**config.mk**
```make
export PLATFORM = sky130hd
export DESIGN_NAME = seq_sched_flat
export DESIGN_NICKNAME = d
export VERILOG_FILES = /design/src/rtl/seq_sched_if.sv /design/src/rtl/seq_sched.sv /design/src/flat_wrapper.sv
export SDC_FILE = /design/constraint.sdc
export NUM_CORES = 1
export LEC_CHECK = 0
export CORE_MARGIN = 2
export CORE_UTILIZATION = 35
export CTS_CLUSTER_DIAMETER = 150
export DETAILED_ROUTE_END_ITERATION = 10
export HOLD_SLACK_MARGIN = 0.1
export SLEW_MARGIN = 20
export SYNTH_ARGS = -nofsm -noshare
export SYNTH_HDL_FRONTEND = slang
export SYNTH_SLANG_ARGS = --single-unit
```
**constraint.sdc**
```tcl
create_clock -name clk -period 5.5 [get_ports clk]
set_clock_uncertainty 0.1 [all_clocks]
set_input_delay 1.375 -clock clk [delete_from_list [all_inputs] [get_ports clk]]
set_output_delay 1.375 -clock clk [all_outputs]
set_load 0.01 [all_outputs]
```
**src/rtl/seq_sched_if.sv**
```systemverilog
// Requester/consumer bundle for seq_sched: request words in, tagged results out.
// Master modport is the requester fabric side; slave modport is the scheduler.
interface seq_sched_if #(
    parameter int N = 4,
    parameter int W = 8
);
    localparam int IW = $clog2(N);
    localparam int CW = $clog2(W + 1);

    logic [N-1:0]   req;
    logic [N*W-1:0] req_data;
    logic [N-1:0]   gnt;

    // Result handshake: a result transfers on a clock edge where res_valid && res_ready.
    // Once raised, res_valid and res_id/res_cnt/res_first stay stable until that edge.
    logic           res_valid;
    logic           res_ready;
    logic [IW-1:0]  res_id;
    logic [CW-1:0]  res_cnt;
    logic [CW-1:0]  res_first;

    modport master (
        output req, req_data, res_ready,
        input  gnt, res_valid, res_id, res_cnt, res_first
    );

    modport slave (
        input  req, req_data, res_ready,
        output gnt, res_valid, res_id, res_cnt, res_first
    );
endinterface

```
**src/rtl/seq_sched.sv**
```systemverilog
// Round-robin scheduler sharing one serial sequence detector among N requesters.
// Optional first-hit index tracking is enabled by defining SEQ_SCHED_FIRST_HIT_EN.
module seq_sched #(
    parameter int N       = 4,
    parameter int W       = 8,
    parameter int DET_LAT = 1
) (
    input  logic        clk,
    input  logic        rst_n,
    seq_sched_if.slave  bus,
    output logic        det_rst_n,
    output logic        det_seq_in,
    input  logic        det_seq_out,
    output logic [2:0]  state_dbg
);
    localparam int IW = $clog2(N);
    localparam int CW = $clog2(W + 1);

    typedef enum logic [2:0] {
        IDLE  = 3'd0,
        CLEAR = 3'd1,
        SHIFT = 3'd2,
        DRAIN = 3'd3,
        DONE  = 3'd4
    } state_t;

    state_t        state_q, state_d;
    logic [IW-1:0] ptr_q, ptr_d;
    logic [IW-1:0] id_q, id_d;
    logic [W-1:0]  sh_q, sh_d;
    logic [CW-1:0] bit_q, bit_d;
    logic [1:0]    lat_q, lat_d;
    logic [CW-1:0] idx_q, idx_d;
    logic [CW-1:0] cnt_q, cnt_d;
    logic          det_rst_n_q, det_rst_n_d;
    logic          det_seq_in_q, det_seq_in_d;
`ifdef SEQ_SCHED_FIRST_HIT_EN
    logic [CW-1:0] first_q, first_d;
`endif

    logic          win_found;
    logic [IW-1:0] win_id;
    logic [W-1:0]  win_word;
    logic [IW:0]   cand;
    logic [IW:0]   ptr_inc;
    logic [N-1:0]  gnt_c;

    // Search upward from ptr_q, wrapping at N; the first set request wins.
    always_comb begin
        win_found = 1'b0;
        win_id    = '0;
        win_word  = '0;
        cand      = '0;
        for (int i = 0; i < N; i++) begin
            cand = {1'b0, ptr_q} + (IW+1)'(i);
            if (cand >= (IW+1)'(N)) begin
                cand = cand - (IW+1)'(N);
            end
            if (!win_found && bus.req[cand[IW-1:0]]) begin
                win_found = 1'b1;
                win_id    = cand[IW-1:0];
                win_word  = bus.req_data[int'(cand)*W +: W];
            end
        end
        ptr_inc = {1'b0, win_id} + (IW+1)'(1);
    end

    always_comb begin
        state_d      = state_q;
        ptr_d        = ptr_q;
        id_d         = id_q;
        sh_d         = sh_q;
        bit_d        = bit_q;
        lat_d        = lat_q;
        idx_d        = idx_q;
        cnt_d        = cnt_q;
`ifdef SEQ_SCHED_FIRST_HIT_EN
        first_d      = first_q;
`endif
        gnt_c        = '0;
        det_rst_n_d  = 1'b1;
        det_seq_in_d = 1'b0;

        case (state_q)
            IDLE: begin
                if (win_found) begin
                    gnt_c[win_id] = 1'b1;
                    ptr_d         = (ptr_inc == (IW+1)'(N)) ? '0 : ptr_inc[IW-1:0];
                    id_d          = win_id;
                    sh_d          = win_word;
                    state_d       = CLEAR;
                end
            end
            CLEAR: begin
                bit_d   = '0;
                idx_d   = '0;
                cnt_d   = '0;
                lat_d   = 2'(DET_LAT);
`ifdef SEQ_SCHED_FIRST_HIT_EN
                first_d = '1;
`endif
                state_d = SHIFT;
            end
            SHIFT, DRAIN: begin
                // lat_q skips the first DET_LAT cycles so each sample lines up with its bit.
                if (lat_q != 2'd0) begin
                    lat_d = lat_q - 2'd1;
                end else begin
                    idx_d = idx_q + CW'(1);
                    if (det_seq_out) begin
                        cnt_d = cnt_q + CW'(1);
`ifdef SEQ_SCHED_FIRST_HIT_EN
                        if (cnt_q == '0) begin
                            first_d = idx_q;
                        end
`endif
                    end
                end
                if (state_q == SHIFT) begin
                    sh_d  = sh_q << 1;
                    bit_d = bit_q + CW'(1);
                    if (bit_q == CW'(W - 1)) begin
                        state_d = (DET_LAT == 0) ? DONE : DRAIN;
                    end
                end else if (lat_q == 2'd0 && idx_q == CW'(W - 1)) begin
                    state_d = DONE;
                end
            end
            DONE: begin
                if (bus.res_ready) begin
                    state_d = IDLE;
                end
            end
            default: state_d = IDLE;
        endcase

        // Detector pins are registered, so they are computed from the next state.
        det_rst_n_d = (state_d != CLEAR);
        if (state_d == SHIFT) begin
            det_seq_in_d = sh_d[W-1];
        end
    end

    always_ff @(posedge clk or negedge rst_n) begin
        if (!rst_n) begin
            state_q      <= IDLE;
            ptr_q        <= '0;
            id_q         <= '0;
            sh_q         <= '0;
            bit_q        <= '0;
            lat_q        <= '0;
            idx_q        <= '0;
            cnt_q        <= '0;
            det_rst_n_q  <= 1'b0;
            det_seq_in_q <= 1'b0;
`ifdef SEQ_SCHED_FIRST_HIT_EN
            first_q      <= '1;
`endif
        end else begin
            state_q      <= state_d;
            ptr_q        <= ptr_d;
            id_q         <= id_d;
            sh_q         <= sh_d;
            bit_q        <= bit_d;
            lat_q        <= lat_d;
            idx_q        <= idx_d;
            cnt_q        <= cnt_d;
            det_rst_n_q  <= det_rst_n_d;
            det_seq_in_q <= det_seq_in_d;
`ifdef SEQ_SCHED_FIRST_HIT_EN
            first_q      <= first_d;
`endif
        end
    end

    assign bus.gnt       = gnt_c;
    assign bus.res_valid = (state_q == DONE);
    assign bus.res_id    = id_q;
    assign bus.res_cnt   = cnt_q;
`ifdef SEQ_SCHED_FIRST_HIT_EN
    assign bus.res_first = first_q;
`else
    assign bus.res_first = '1;
`endif
    assign det_rst_n     = det_rst_n_q;
    assign det_seq_in    = det_seq_in_q;
    assign state_dbg     = state_q;
endmodule

```
**src/flat_wrapper.sv**
```systemverilog
// flat-port wrapper written by rule: the top's interface ports become plain ports
module seq_sched_flat 
#(
    parameter int N       = 4,
    parameter int W       = 8,
    parameter int DET_LAT = 1
)
  (clk, rst_n, det_rst_n, det_seq_in, det_seq_out, state_dbg, bus_req, bus_req_data, bus_res_ready, bus_gnt, bus_res_valid, bus_res_id, bus_res_cnt, bus_res_first);
  seq_sched_if #(.N(N), .W(W)) bus_i ();
  input  logic clk;
  input  logic rst_n;
  output logic det_rst_n;
  output logic det_seq_in;
  input  logic det_seq_out;
  output logic [2:0] state_dbg;
  input wire logic [$bits(bus_i.req)-1:0] bus_req;
  input wire logic [$bits(bus_i.req_data)-1:0] bus_req_data;
  input wire logic [$bits(bus_i.res_ready)-1:0] bus_res_ready;
  output wire logic [$bits(bus_i.gnt)-1:0] bus_gnt;
  output wire logic [$bits(bus_i.res_valid)-1:0] bus_res_valid;
  output wire logic [$bits(bus_i.res_id)-1:0] bus_res_id;
  output wire logic [$bits(bus_i.res_cnt)-1:0] bus_res_cnt;
  output wire logic [$bits(bus_i.res_first)-1:0] bus_res_first;
  assign bus_i.req = bus_req;
  assign bus_i.req_data = bus_req_data;
  assign bus_i.res_ready = bus_res_ready;
  assign bus_gnt = bus_i.gnt;
  assign bus_res_valid = bus_i.res_valid;
  assign bus_res_id = bus_i.res_id;
  assign bus_res_cnt = bus_i.res_cnt;
  assign bus_res_first = bus_i.res_first;
  seq_sched #(.N(N), .W(W), .DET_LAT(DET_LAT)) u_core (.clk(clk), .rst_n(rst_n), .bus(bus_i), .det_rst_n(det_rst_n), .det_seq_in(det_seq_in), .det_seq_out(det_seq_out), .state_dbg(state_dbg));
endmodule
```
; ---- After elaboration in Yosys (flattened, before gate mapping)
; Cells that the tools add are included.
[totals]
inputBits = 40
register_bits = 31
out_inout_bits = 20
[op_classes]
addsub = 12
n_reduce_logical = 20
eq_ne = 14
shifts = 4
muxes = 48
magnitude_cmp = 10
[ops]
columns = cell, n
row1 = 32-bit by 7-bit variable part select with 8-bit output, 4
row2 = 8-bit two-way mux, 6
row3 = 3-bit two-way mux, 9
row4 = 4-bit two-way mux, 6
row5 = 4-bit one-hot mux with 2 select lines, 3
row6 = 8-bit one-hot mux with 2 select lines, 1
row7 = 2-bit by 3-bit < comparator with 1-bit output (second input constant), 5
row8 = 4-bit by 1-bit adder with 4-bit output (second input constant), 3
row9 = 2-bit two-way mux, 6
row10 = 3-bit one-hot mux with 4 select lines, 1
row11 = 1-bit two-way mux, 10
row12 = 3-bit by 2-bit equality test with 1-bit output (second input constant), 3
row13 = 3-bit greater-or-equal comparator (second input constant), 3
row14 = 3-bit subtractor (second input constant), 3
row15 = 1-bit binary-select mux with 2-bit select, 4
row16 = 4-bit by 3-bit equality test with 1-bit output (second input constant), 2
row17 = 2-bit AND reduction, 4
row18 = 2-bit by 1-bit adder with 3-bit output (second input constant), 2
row19 = 2-bit by 2-bit adder with 3-bit output (second input constant), 2
row20 = 3-bit equality test (second input constant), 2
row21 = 2-bit by 1-bit != test with 1-bit output (second input constant), 3
row22 = 3-bit AND reduction, 2
row23 = 2-bit nonzero test, 3
row24 = 1-bit logical AND, 5
row25 = 13 further kinds, 16

; ---- Depth between registers and ports, before layout
; Gate-level depths: netlist of the first run.
[depth]
ltp_word = 20
mapped_depth = 14
depth_no_buf = 9

; ---- Worst setup path after synthesis of the first run
; OpenSTA, ideal clock, no wires.
[synth_path]
path_kind = reg2out
startpoint = register u_core.ptr_q[0]
endpoint = output bus_gnt[0]
path_stages_with_launch = 15
n_path_buf = 6
t_arrival_ps = 3168
path_slack_ps = 857
path_cell_list = dfrtp_1 buf_6 buf_2 buf_2 inv_1 ha_1 buf_2 buf_2 buf_1 o211a_1 a21oi_1 a21oi_1 inv_1 ha_1 and3_1
[synth_via]
elab_chain_len = 20
[synth_lines]
columns = item, line
row1 = from (decl), seq_sched.sv:28  ; logic [IW-1:0] ptr_q, ptr_d;
row2 = from (signal assigned), seq_sched.sv:161  ; ptr_q <= ptr_d;
row3 = "parallel branches: the longest is 13 deep, another holds 2-bit by 1-bit adder with 3-bit output", --
row4 = 2-bit two-way mux *, seq_sched.sv:59  ; if (!win_found && bus.req[cand[IW-1:0]]) begin
row5 = net u_core.win_id[1], seq_sched.sv:42  ; logic [IW-1:0] win_id;
row6 = 2-bit by 3-bit < comparator with 1-bit output (not written as such) / 2-bit by 1-bit greater-or-equal comparator with 1-bit output (equally long branches), seq_sched.sv:87  ; gnt_c[win_id] = 1'b1;
row7 = 1-bit logical AND (not written as such), seq_sched.sv:87
row8 = 1-bit two-way mux (not written as such), seq_sched.sv:87
row9 = 1-bit demux with 2-bit select *, --
row10 = 4-bit two-way mux *, seq_sched.sv:86  ; if (win_found) begin
row11 = 4-bit two-way mux *, seq_sched.sv:84  ; case (state_q)
row12 = to (decl), flat_wrapper.sv:19  ; output wire logic [$bits(bus_i.gnt)-1:0] bus_gnt;
; Mark *: on every way through the listed nets, which the timed path passes. The select of a mux whose other input is x is not followed.

; ---- Worst setup path after layout of the first run
[layout_path]
startpoint = input bus_req[3]
endpoint = output bus_gnt[1]
[layout_via]
elab_chain_len = 18
[layout_lines]
columns = item, line
row1 = from (decl), flat_wrapper.sv:16  ; input wire logic [$bits(bus_i.req)-1:0] bus_req;
row2 = 1-bit binary-select mux with 2-bit select, seq_sched.sv:59
row3 = 1-bit two-way mux (not written as such), seq_sched.sv:59
row4 = 1-bit two-way mux, seq_sched.sv:59
row5 = 1-bit logical NOT, seq_sched.sv:59
row6 = 1-bit logical AND, seq_sched.sv:59
row7 = 1-bit two-way mux, seq_sched.sv:59
row8 = 1-bit logical NOT, seq_sched.sv:59
row9 = 1-bit logical AND, seq_sched.sv:59
row10 = [... 3 more ...], --
row11 = 2-bit two-way mux *, seq_sched.sv:59
row12 = net u_core.win_id[0], seq_sched.sv:42
row13 = 2-bit by 3-bit < comparator with 1-bit output (not written as such) / 2-bit by 1-bit greater-or-equal comparator with 1-bit output (equally long branches), seq_sched.sv:87
row14 = 1-bit logical AND (not written as such), seq_sched.sv:87
row15 = 1-bit two-way mux (not written as such), seq_sched.sv:87
row16 = 1-bit demux with 2-bit select *, --
row17 = 4-bit two-way mux *, seq_sched.sv:86
row18 = 4-bit two-way mux *, seq_sched.sv:84
; The timed path passes the listed nets; every way through them passes the cells marked *. The select of a mux whose other input is x is not followed.

==> results of run 1 <==
[final cells by class]
class / instances / area, um^2
repair buffers: 66 / 633.1
inverters: 13 / 48.80
fillers: 837 / 4823
well taps: 108 / 135.1
flip-flops and latches: 31 / 777.0
clock inverters: 1 / 5.005
multi-input cells: 248 / 2137
clock buffers: 7 / 76.32
[kinds of logic after synthesis]
| group | Yosys count | synth area share |
|---|---|---|
| DFF | 31 | 0.2525 |
| buffers and inverters | 38 | 0.06069 |
| AOI/OAI and AO/OA | 69 | 0.1613 |
| and+or+nand+nor | 105 | 0.1719 |
| adders and majority gates | 13 | 0.05295 |
| muxes | 54 | 0.2908 |
| other | 1 | 0.001221 |
| xor gates and xnor gates | 3 | 0.008556 |
[routing by layer]
| metal | up-vias | share of wire | track usage |
|---|---|---|---|
| met2 | 68 | 0.46 | 0.2366 |
| met4 | 0 | 0.0054 | 0.03098 |
| met3 | 5 | 0.052 | 0.03094 |
| met1 | 1285 | 0.48 | 0.2301 |
| met5 | - | 0 | 0 |
| li1 | 1289 | - | - |
[registers in the layout (all words and copies together) (netlist names), 2 cells and up]
signal              flops
u_core.state_dbg        3
u_core.idx_q            4
u_core.ptr_q            2
u_core.bus.res_cnt      4
u_core.bit_q            4
u_core.sh_q             8
u_core.bus.res_id       2
u_core.lat_q            2
[Yosys cell counts, drive strengths merged (11+ instances only)]
cell type | n | area [um^2]
nor2 | 18 | 67.56
clkbuf | 11 | 41.29
nor2b | 11 | 68.82
o211ai | 12 | 90.09
nand2 | 37 | 146.4
mux2 | 12 | 135.1
buf | 14 | 96.34
mux4 | 27 | 608.1
o21ai | 12 | 71.32
dfrtp | 31 | 775.7
ha | 13 | 162.7
mux2i | 15 | 150.1
inv | 12 | 45.04
[worst max-delay path, stage by stage]
cell and delay [ns]:
clkdlybuf4s50_1 0.50, mux4_2 0.50, buf_4 0.16, nand2b_1 0.08, a31oi_2 0.11, mux2i_2 0.27
inv_1 0.11, ha_1 0.19, and3_1 0.14, clkdlybuf4s50_1 0.47
[power groups by stage]
stage | registers, W | clock network, W | logic (W)
2_1_floorplan | 0.000404 | 0 | 0.00109
3_3_place_gp | 0.000414 | 0 | 0.00139
3_5_place_dp | 0.000419 | 0 | 0.00142
4_1_cts | 0.000416 | 0.000179 | 0.00142
5_1_grt | 0.000429 | 0.000191 | 0.00158
6_report | 0.000415 | 0.000174 | 0.00142
[what timing repair did]
action                                  CTS  global route
resized for setup                         2             5
hold endpoints to repair                  0             0
endpoints found under the setup margin    2             4
[worst min path at each step]
stage | startpoint | endpoint | cells after the start
after floorplan | u_core.sh_q[4] | u_core.sh_q[5] | 2
after global routing | u_core.bus.res_id[0] | u_core.bus.res_id[0] | 2
final | u_core.bus.res_id[0] | u_core.bus.res_id[0] | 2
after CTS | u_core.bus.res_id[0] | u_core.bus.res_id[0] | 2
after global placement | u_core.sh_q[4] | u_core.sh_q[5] | 2
after detailed placement | u_core.bus.res_id[0] | u_core.bus.res_id[0] | 2
[through the flow]
stage,setup TNS (ns),power [W],hold WS (ns),utilization
floorplan,0,0.001494,0.3653,-
global placement,0,0.001805,0.3965,0.4302
detailed placement,-0.02237,0.001836,0.3815,0.4302
CTS,0,0.002013,0.3974,0.4393
global route,-0.004135,0.002197,0.4194,0.4415
finish,0,0.002008,0.3874,0.4415
[cell usage in the layout (no fill, tap or decap), drive strengths merged, types with 6 or more instances in the layout]
master | synthesis | final
a21oi | 9 | 9
a22o | 8 | 8
a22oi | 6 | 6
and3 | 6 | 6
buf | 14 | 11
clkbuf | 11 | 7
clkdlybuf4s50 | 0 | 52
dfrtp | 31 | 31
ha | 13 | 13
inv | 12 | 12
mux2 | 12 | 12
mux2i | 15 | 15
mux4 | 27 | 27
nand2 | 37 | 37
nand2b | 6 | 6
nand4 | 9 | 9
nor2 | 18 | 18
nor2b | 11 | 11
o211ai | 12 | 12
o21ai | 12 | 12
==> results.md, run 1 <==
* Status: finished, final reports clean
* Drt pass-1 iters at 4
* Slew HR at 0.4125
* Num Clock Sinks at 31
* Synth-to-layout area growth at 24.11%
* Power Density at about 530 nW/um^2
* Minimum clock period at 5.380 ns
* Sequential Power Share at 0.206
* Post-synthesis register bit count at 31
* Fin crit share at 0.9782
* Worst-margin pin slew at around 0.87 ns
* Die width at slightly below 100 um
* Routed WL per cell at between 15 and 20 um
* HPWL Detailed at around 5.3 mm
* CTS Buffer Depth at 2
* R2R Path End: u_core.ptr_q[1]
* Crit path DAT at 3.91 ns
* CP required at around 4.0 ns
* Post-CTS setup buffer count at 0
* TritonCTS clock tree: built
* Maximum vdd drop at about 300 uV
* Gpl congestion at slightly below 0.8
* H-tree depth at 2
* Antenna viol nets, final at 0
* Syn avg cell area at about 9.8 um^2
* Clk_lat worst skew at ~0.28 ns
* R2R setup slack at approximately 2.2 ns
* Net Sw Frac at 0.4389
* Die area at roughly 9500 um^2
* GRT Util Overall at 0.1552
* Place WS at -0.02237 ns
* Ports at 60
* Final Setup Violations at 0
* Max-slew violations at 0
* Critical Path Sink Type: primary output
* Int Pwr at roughly 0.0011 W
* Final setup margin at ~0.12 ns
* First-pass GRT wire length at 12.41 mm
* Vias in the first global route at 2508
* Worst-path fanout max at 6
* Setup crit end: bus_gnt[1]
* Post-synth top flop: dfrtp_1
* Post-synth cell types at between 40 and 50
* FP Rows at 34
* Residual DRC at 0
* Cell Area, Placed at between 3000 and 4000 um^2
* Root buf cell: clkbuf_8
* Core area at roughly 8600 um^2
* Final Instance Area at approximately 3800 um^2
* Synth Instances at between 300 and 400
* PortBufs at between 50 and 60
* Post-layout nets at between 400 and 500
* R2R cell count at 11
* Post-CTS Hold Buffers at 0
* Share of cells above drive strength 1 at 0.1831
* CP startpoint kind: input port
* Non-Filler Instances at ~470
* Mapped Area at between 3000 and 4000 um^2
* Lkg Pwr at about 1.6 nW
* Clk pwr share at 0.087
* Die Span Y at 97.68 um
* Synth warn at 0
* Vias at about 2600
* DRT Wirelength at between 7 and 8 mm
* Cells after DPL at approximately 470
* Maximum clock frequency at 0.1859 GHz
* Final Hold Fails at 0
* Number of synthesized flops with an enable pin at 0
* Max Cap Viol at 0
* Pin count of the biggest net entering global routing at 50
* Gr ovfl total at 0
* FF-to-FF Start: u_core.ptr_q[1]
* Post-DR vias/cell at about 5.6
* CTS buffer count at 5
* Clock-pin slew on the worst setup and hold paths at around 0.070 ns
* Hold Path Class: flop to flop
* Crit Path Category: input port to primary output
* Initial Util at 0.3557
* Iter 0 DRT Violations at ~110
* Net Switching at between 0.0008 and 0.0009 W
* Combinational share of power at 0.707
* Register area share after synthesis at 0.2525
* CP Launch Point: bus_req[3]
* Synth async-reset ratio at 1.000
* ANT cells at 0
* Initial antenna violation count at 0
Note: power is estimated with default switching activity, not from simulation.
==> inputs of run 2 (changes only) <==
- CELL_PAD_IN_SITES_DETAIL_PLACEMENT: not set -> 0
- CELL_PAD_IN_SITES_GLOBAL_PLACEMENT: not set -> 1
- CORE_MARGIN: 2 -> not set
- PLACE_DENSITY_LB_ADDON: not set -> 0.1
==> results.md, run 2 (synthesis gave the netlist of run 1 again) <==
* Antenna viol nets, final at 0
* GRT Util Overall at 0.1688
* Synth-to-layout area growth at 25.30%
* Minimum clock period at between 5 and 6 ns
* Die width at approximately 96 um
* Initial Util at 0.3683
* Num Clock Sinks at 31
* CP startpoint kind: input port
* Register area at 777.0 um^2
* DRT Wirelength at approximately 7 mm
* CTS buffer count at 5
* Clk_lat worst skew at roughly 0.28 ns
* Max-slew violations at 0
* Cell Area, Placed at around 3700 um^2
* Slew HR at 0.4315
* Post-DR vias/cell at approximately 5.5
* WHS at about 0.4 ns
* TritonCTS clock tree: built
* Core area at 8341 um^2
* Crit Path Category: input port to primary output
* Gr ovfl total at 0
* Most frequent cells in the layout: 52 x clkdlybuf4s50_1, 36 x nand2_1, 30 x dfrtp_1
* Setup TNS at 0 ns
* Die area at roughly 9000 um^2
* H-tree depth at 2
* Maximum clock frequency at approximately 0.19 GHz
* RSZ-0062 raised after global routing: false
* PortBufs at 55
* Cells after DPL at ~470
* Multi-input logic area at ~2100 um^2
* Gpl congestion at slightly above 0.8
* Post-CTS Hold Buffers at 0
* Maximum vdd drop at 207.5 uV
* Initial antenna violation count at 0
* Ports at 60
* Most common cell after layout, fill and taps aside: clkdlybuf4s50_1
* Filler cell count at roughly 810
* Share of cells above drive strength 1 at 0.1870
* Max reg flops at 8
* HPWL Detailed at approximately 5.4 mm
* Vias in the first global route at about 2400
* Biggest register: u_core.sh_q
* Final Hold Fails at 0
* Pin count of the biggest net entering global routing at between 40 and 50
* FP Rows at 33
* Worst-margin pin slew at between 0.8 and 0.9 ns
* Vias at approximately 2600
* Fin crit share at 0.9657
* Residual DRC at 0
* Final Instance Area at around 3800 um^2
* Non-Filler Instances at approximately 470
* Iter 0 DRT Violations at roughly 110
* ANT cells at 0
* Critical Path Sink Type: primary output
* Drt pass-1 iters at 4
* Worst-path fanout max at 6
* First-pass GRT wire length at between 10 and 15 mm
* Clock-pin slew on the worst setup and hold paths at 0.06 ns
* Final Setup Violations at 0
* CTS Buffer Depth at 2
* Crit path DAT at about 3.8 ns
* Lkg Pwr at between 1.5 and 2 nW
* Routed WL per cell at ~15 um
* Max Cap Viol at 0
* Hold Path Class: flop to flop
* Post-layout nets at between 400 and 500
* CP required at between 4 and 5 ns
* Status: finished, final reports clean
* Power Density at 528.0 nW/um^2
* Die Span Y at roughly 96 um
* Pwr Total at 0.002032 W
* Root buf cell: clkbuf_8
-- run 2: cell types whose count changed in the layout (fill, tap and decap cells not counted) --
cell / previous run / this run
a31oi_1: 1 / 2
dlygate4sd2_1: 2 / 0
buf_4: 11 / 14
clkbuf_8: 5 / 7
a31oi_2: 1 / 0
nor2_1: 17 / 18
nor2_2: 1 / 0
dlymetal6s2s_1: 1 / 3
clkinv_2: 1 / 0
clkbuf_1: 2 / 1
-- run 2: final cells by class --
type,count,share of cell area
sequential,31,0.2019
multi-input combinational,248,0.5530
clock buffer,8,0.02601
tap,105,0.03414
inverter,13,0.01268
timing repair buffer,69,0.1723
-- run 2: power breakdown --
| part | total, W | leakage (nW) | switching (W) | internal (W) |
|---|---|---|---|---|
| Sequential | 0.000417 | 0.387 | 0.0000933 | 0.000324 |
| Combinational | 0.00142 | 1.19 | 0.000698 | 0.000718 |
| Clock | 0.000198 | 0.0515 | 0.0000843 | 0.000114 |
-- run 2: worst max-delay path, cell delays in order --
cell and delay, ns:
clkdlybuf4s50_1 0.47, mux4_2 0.54, nand2b_1 0.17, a31oi_1 0.25, mux2i_2 0.15, inv_1 0.10, ha_1 0.13, and3_1 0.13
clkdlybuf4s50_1 0.52
-- run 2: final timing paths --
kind,from,to,slack [ns],cells past startpoint
worst max-delay path,bus_req[2],bus_gnt[3],0.19,9
worst min-delay path,u_core.bus.res_id[1],u_core.bus.res_id[1],0.40,1
worst max register to register,u_core.ptr_q[1],u_core.bus.res_id[1],2.28,7
worst min register to register,u_core.bus.res_id[1],u_core.bus.res_id[1],0.40,1
max in group asynchronous,rst_n,u_core.ptr_q[0],3.59,2
min in group asynchronous,rst_n,u_core.bus.res_cnt[3],1.39,2
-- run 2: stage by stage --
| step | util | setup WS, ns |
|---|---|---|
| final | 0.4614 | 0.1885 |
| after global placement | 0.4467 | 0.09040 |
| after detailed placement | 0.4467 | 0.03721 |
| after global routing | 0.4614 | 0.04806 |
| after CTS | 0.4587 | 0.03590 |
| after floorplan | - | 0.8567 |
-- run 2: per-layer routing --
metal  vias to the layer above  share of wire  GRT usage  wire length (um)
li1                       1291              -          -                 -
met1                      1231           0.49     0.2460              3563
met2                        63           0.45     0.2542              3274
met3                        10          0.037    0.02552               264
met4                         0          0.016    0.05597               112
met5                         -              0          0                 0
-- run 2: repair_timing --
item,4_1_cts,5_1_grt
gates resized for setup,0,5
setup buffers,0,1
endpoints found under the setup margin,0,4
==> inputs of run 3 (changes only) <==
- PLACE_DENSITY: not set -> 0.82
- PLACE_DENSITY_LB_ADDON: 0.1 -> not set
- REMOVE_ABC_BUFFERS: not set -> 1
==> results.md, run 3 (synthesis gave the netlist of run 1 again) <==
* Post-DR vias/cell at 5.546
* Core area at approximately 8300 um^2
* Critical Path Sink Type: primary output
* Initial Util at 0.3683
* Setup TNS at 0 ns
* Root buf cell: clkbuf_8
* Minimum clock period at between 5 and 6 ns
* Die width at about 96 um
* R2R cell count at 7
* H-tree depth at 2
* Share of cells above drive strength 1 at 0.1897
* Final Setup Violations at 0
* Iter 0 DRT Violations at 100
* Fin crit share at 0.9754
* Ports at 60
* Initial antenna violation count at 0
* Gpl congestion at 0.8673
* First-pass GRT wire length at 12.18 mm
* Crit Path Category: input port to primary output
* PortBufs at 55
* Worst-margin pin slew at 0.8017 ns
* Die Span Y at ~96 um
* Synth-to-layout area growth at 25.78%
* FP Rows at 33
* Hold Path Class: flop to flop
* Most frequent cells in the layout: 53 x clkdlybuf4s50_1, 36 x nand2_1, 30 x dfrtp_1
* Lkg Pwr at about 1.6 nW
* Maximum clock frequency at ~0.19 GHz
* Die area at 9155 um^2
* Power Density at 534.9 nW/um^2
* Maximum vdd drop at 220.4 uV
* GRT Util Overall at 0.1688
* Final Hold Fails at 0
* Slew HR at 0.4614
* Antenna viol nets, final at 0
* TritonCTS clock tree: built
* HPWL Detailed at approximately 5.3 mm
* Post-CTS Hold Buffers at 0
* Crit path DAT at about 3.9 ns
* Max-slew violations at 0
* Max reg flops at 8
* Drt pass-1 iters at 4
* CTS buffer count at 5
* Routed WL per cell at 15.21 um
* CTS Buffer Depth at 2
* ANT cells at 0
* Worst-path fanout max at 5
* Post-layout nets at 421
* Vias in the first global route at ~2600
* Num Clock Sinks at 31
* Vias at 2629
* Gr ovfl total at 0
* CP required at 4.03 ns
* DRT Wirelength at 7.209 mm
* Final core occ at 0.4632
* Status: finished, final reports clean
* Biggest register: u_core.sh_q
* CP startpoint kind: input port
* Clk_lat worst skew at between 0.2 and 0.3 ns
* Clock-pin slew on the worst setup and hold paths at roughly 0.06 ns
* Residual DRC at 0
* Max Cap Viol at 0
* Most common cell after layout, fill and taps aside: clkdlybuf4s50_1
* Pin count of the biggest net entering global routing at 50
* Min-Delay Path Depth at 2
[run 3: changes by cell type in the layout (fill, tap and decap cells not counted)]
cell	delta
dlymetal6s2s_1	-1
bufinv_16	+1
clkinv_2	+1
clkbuf_8	-1
clkdlybuf4s50_1	+1
clkbuf_1	-1
[run 3: layout make-up]
cell class / count / area, um^2
Fill cell: 804 / 4477
Multi-Input combinational cell: 248 / 2128
Sequential cell: 31 / 777.0
Timing Repair Buffer: 69 / 660.6
Tap cell: 105 / 131.4
Clock buffer: 6 / 82.58
Inverter: 13 / 48.80
Clock inverter: 2 / 35.03
[run 3: final timing paths]
path	from	end	slack [ns]
worst max-delay path	bus_req[2]	bus_gnt[3]	0.14
worst min-delay path	u_core.bus.res_id[0]	u_core.bus.res_id[0]	0.38
worst min register to register	u_core.bus.res_id[0]	u_core.bus.res_id[0]	0.38
max in group asynchronous	rst_n	u_core.ptr_q[0]	3.60
worst max register to register	u_core.ptr_q[1]	u_core.bus.res_id[1]	2.40
min in group asynchronous	rst_n	u_core.bit_q[2]	1.39
[run 3: report_power, final]
part | total (W) | internal [W] | switching [W]
combinational | 0.00142 | 0.000715 | 0.000705
clock | 0.000232 | 0.000146 | 0.0000859
sequential | 0.000414 | 0.000324 | 0.0000908
[run 3: what timing repair did]
action / CTS / global route
buffers inserted: 0 / 2
endpoints found under the hold margin: 0 / 0
endpoints found under the setup margin: 0 / 4
gates resized for setup: 0 / 4
[run 3: worst max-delay path: stages]
cell             delay (ns)
clkdlybuf4s50_1        0.48
mux4_2                 0.53
nand2b_1               0.17
a31oi_1                0.28
mux2i_2                0.16
inv_1                  0.10
ha_1                   0.14
and3_1                 0.14
clkdlybuf4s50_1        0.53
[run 3: metrics by stage]
| step | hold slack (ns) | worst slack, ns | area (um^2) | total power (W) | instances |
|---|---|---|---|---|---|
| 6_report | 0.3829 | 0.1355 | 3864 | 0.002067 | 474 |
| 5_1_grt | 0.4346 | -0.05186 | 3864 | 0.002249 | 474 |
| 4_1_cts | 0.3922 | 0.04850 | 3836 | 0.002060 | 472 |
| 3_5_place_dp | 0.3775 | 0.04644 | 3719 | 0.001822 | 464 |
| 3_3_place_gp | 0.3822 | 0.1304 | 3719 | 0.001787 | 464 |
| 2_1_floorplan | 0.3653 | -0.5634 | 2945 | 0.001449 | 292 |
[run 3: metal layers]
metal	GRT usage	vias to the layer above	wire length, um
li1	-	1287	-
met1	0.2289	1266	3329
met2	0.2845	68	3501
met3	0.02313	8	299
met4	0.03980	0	79
met5	0	-	0
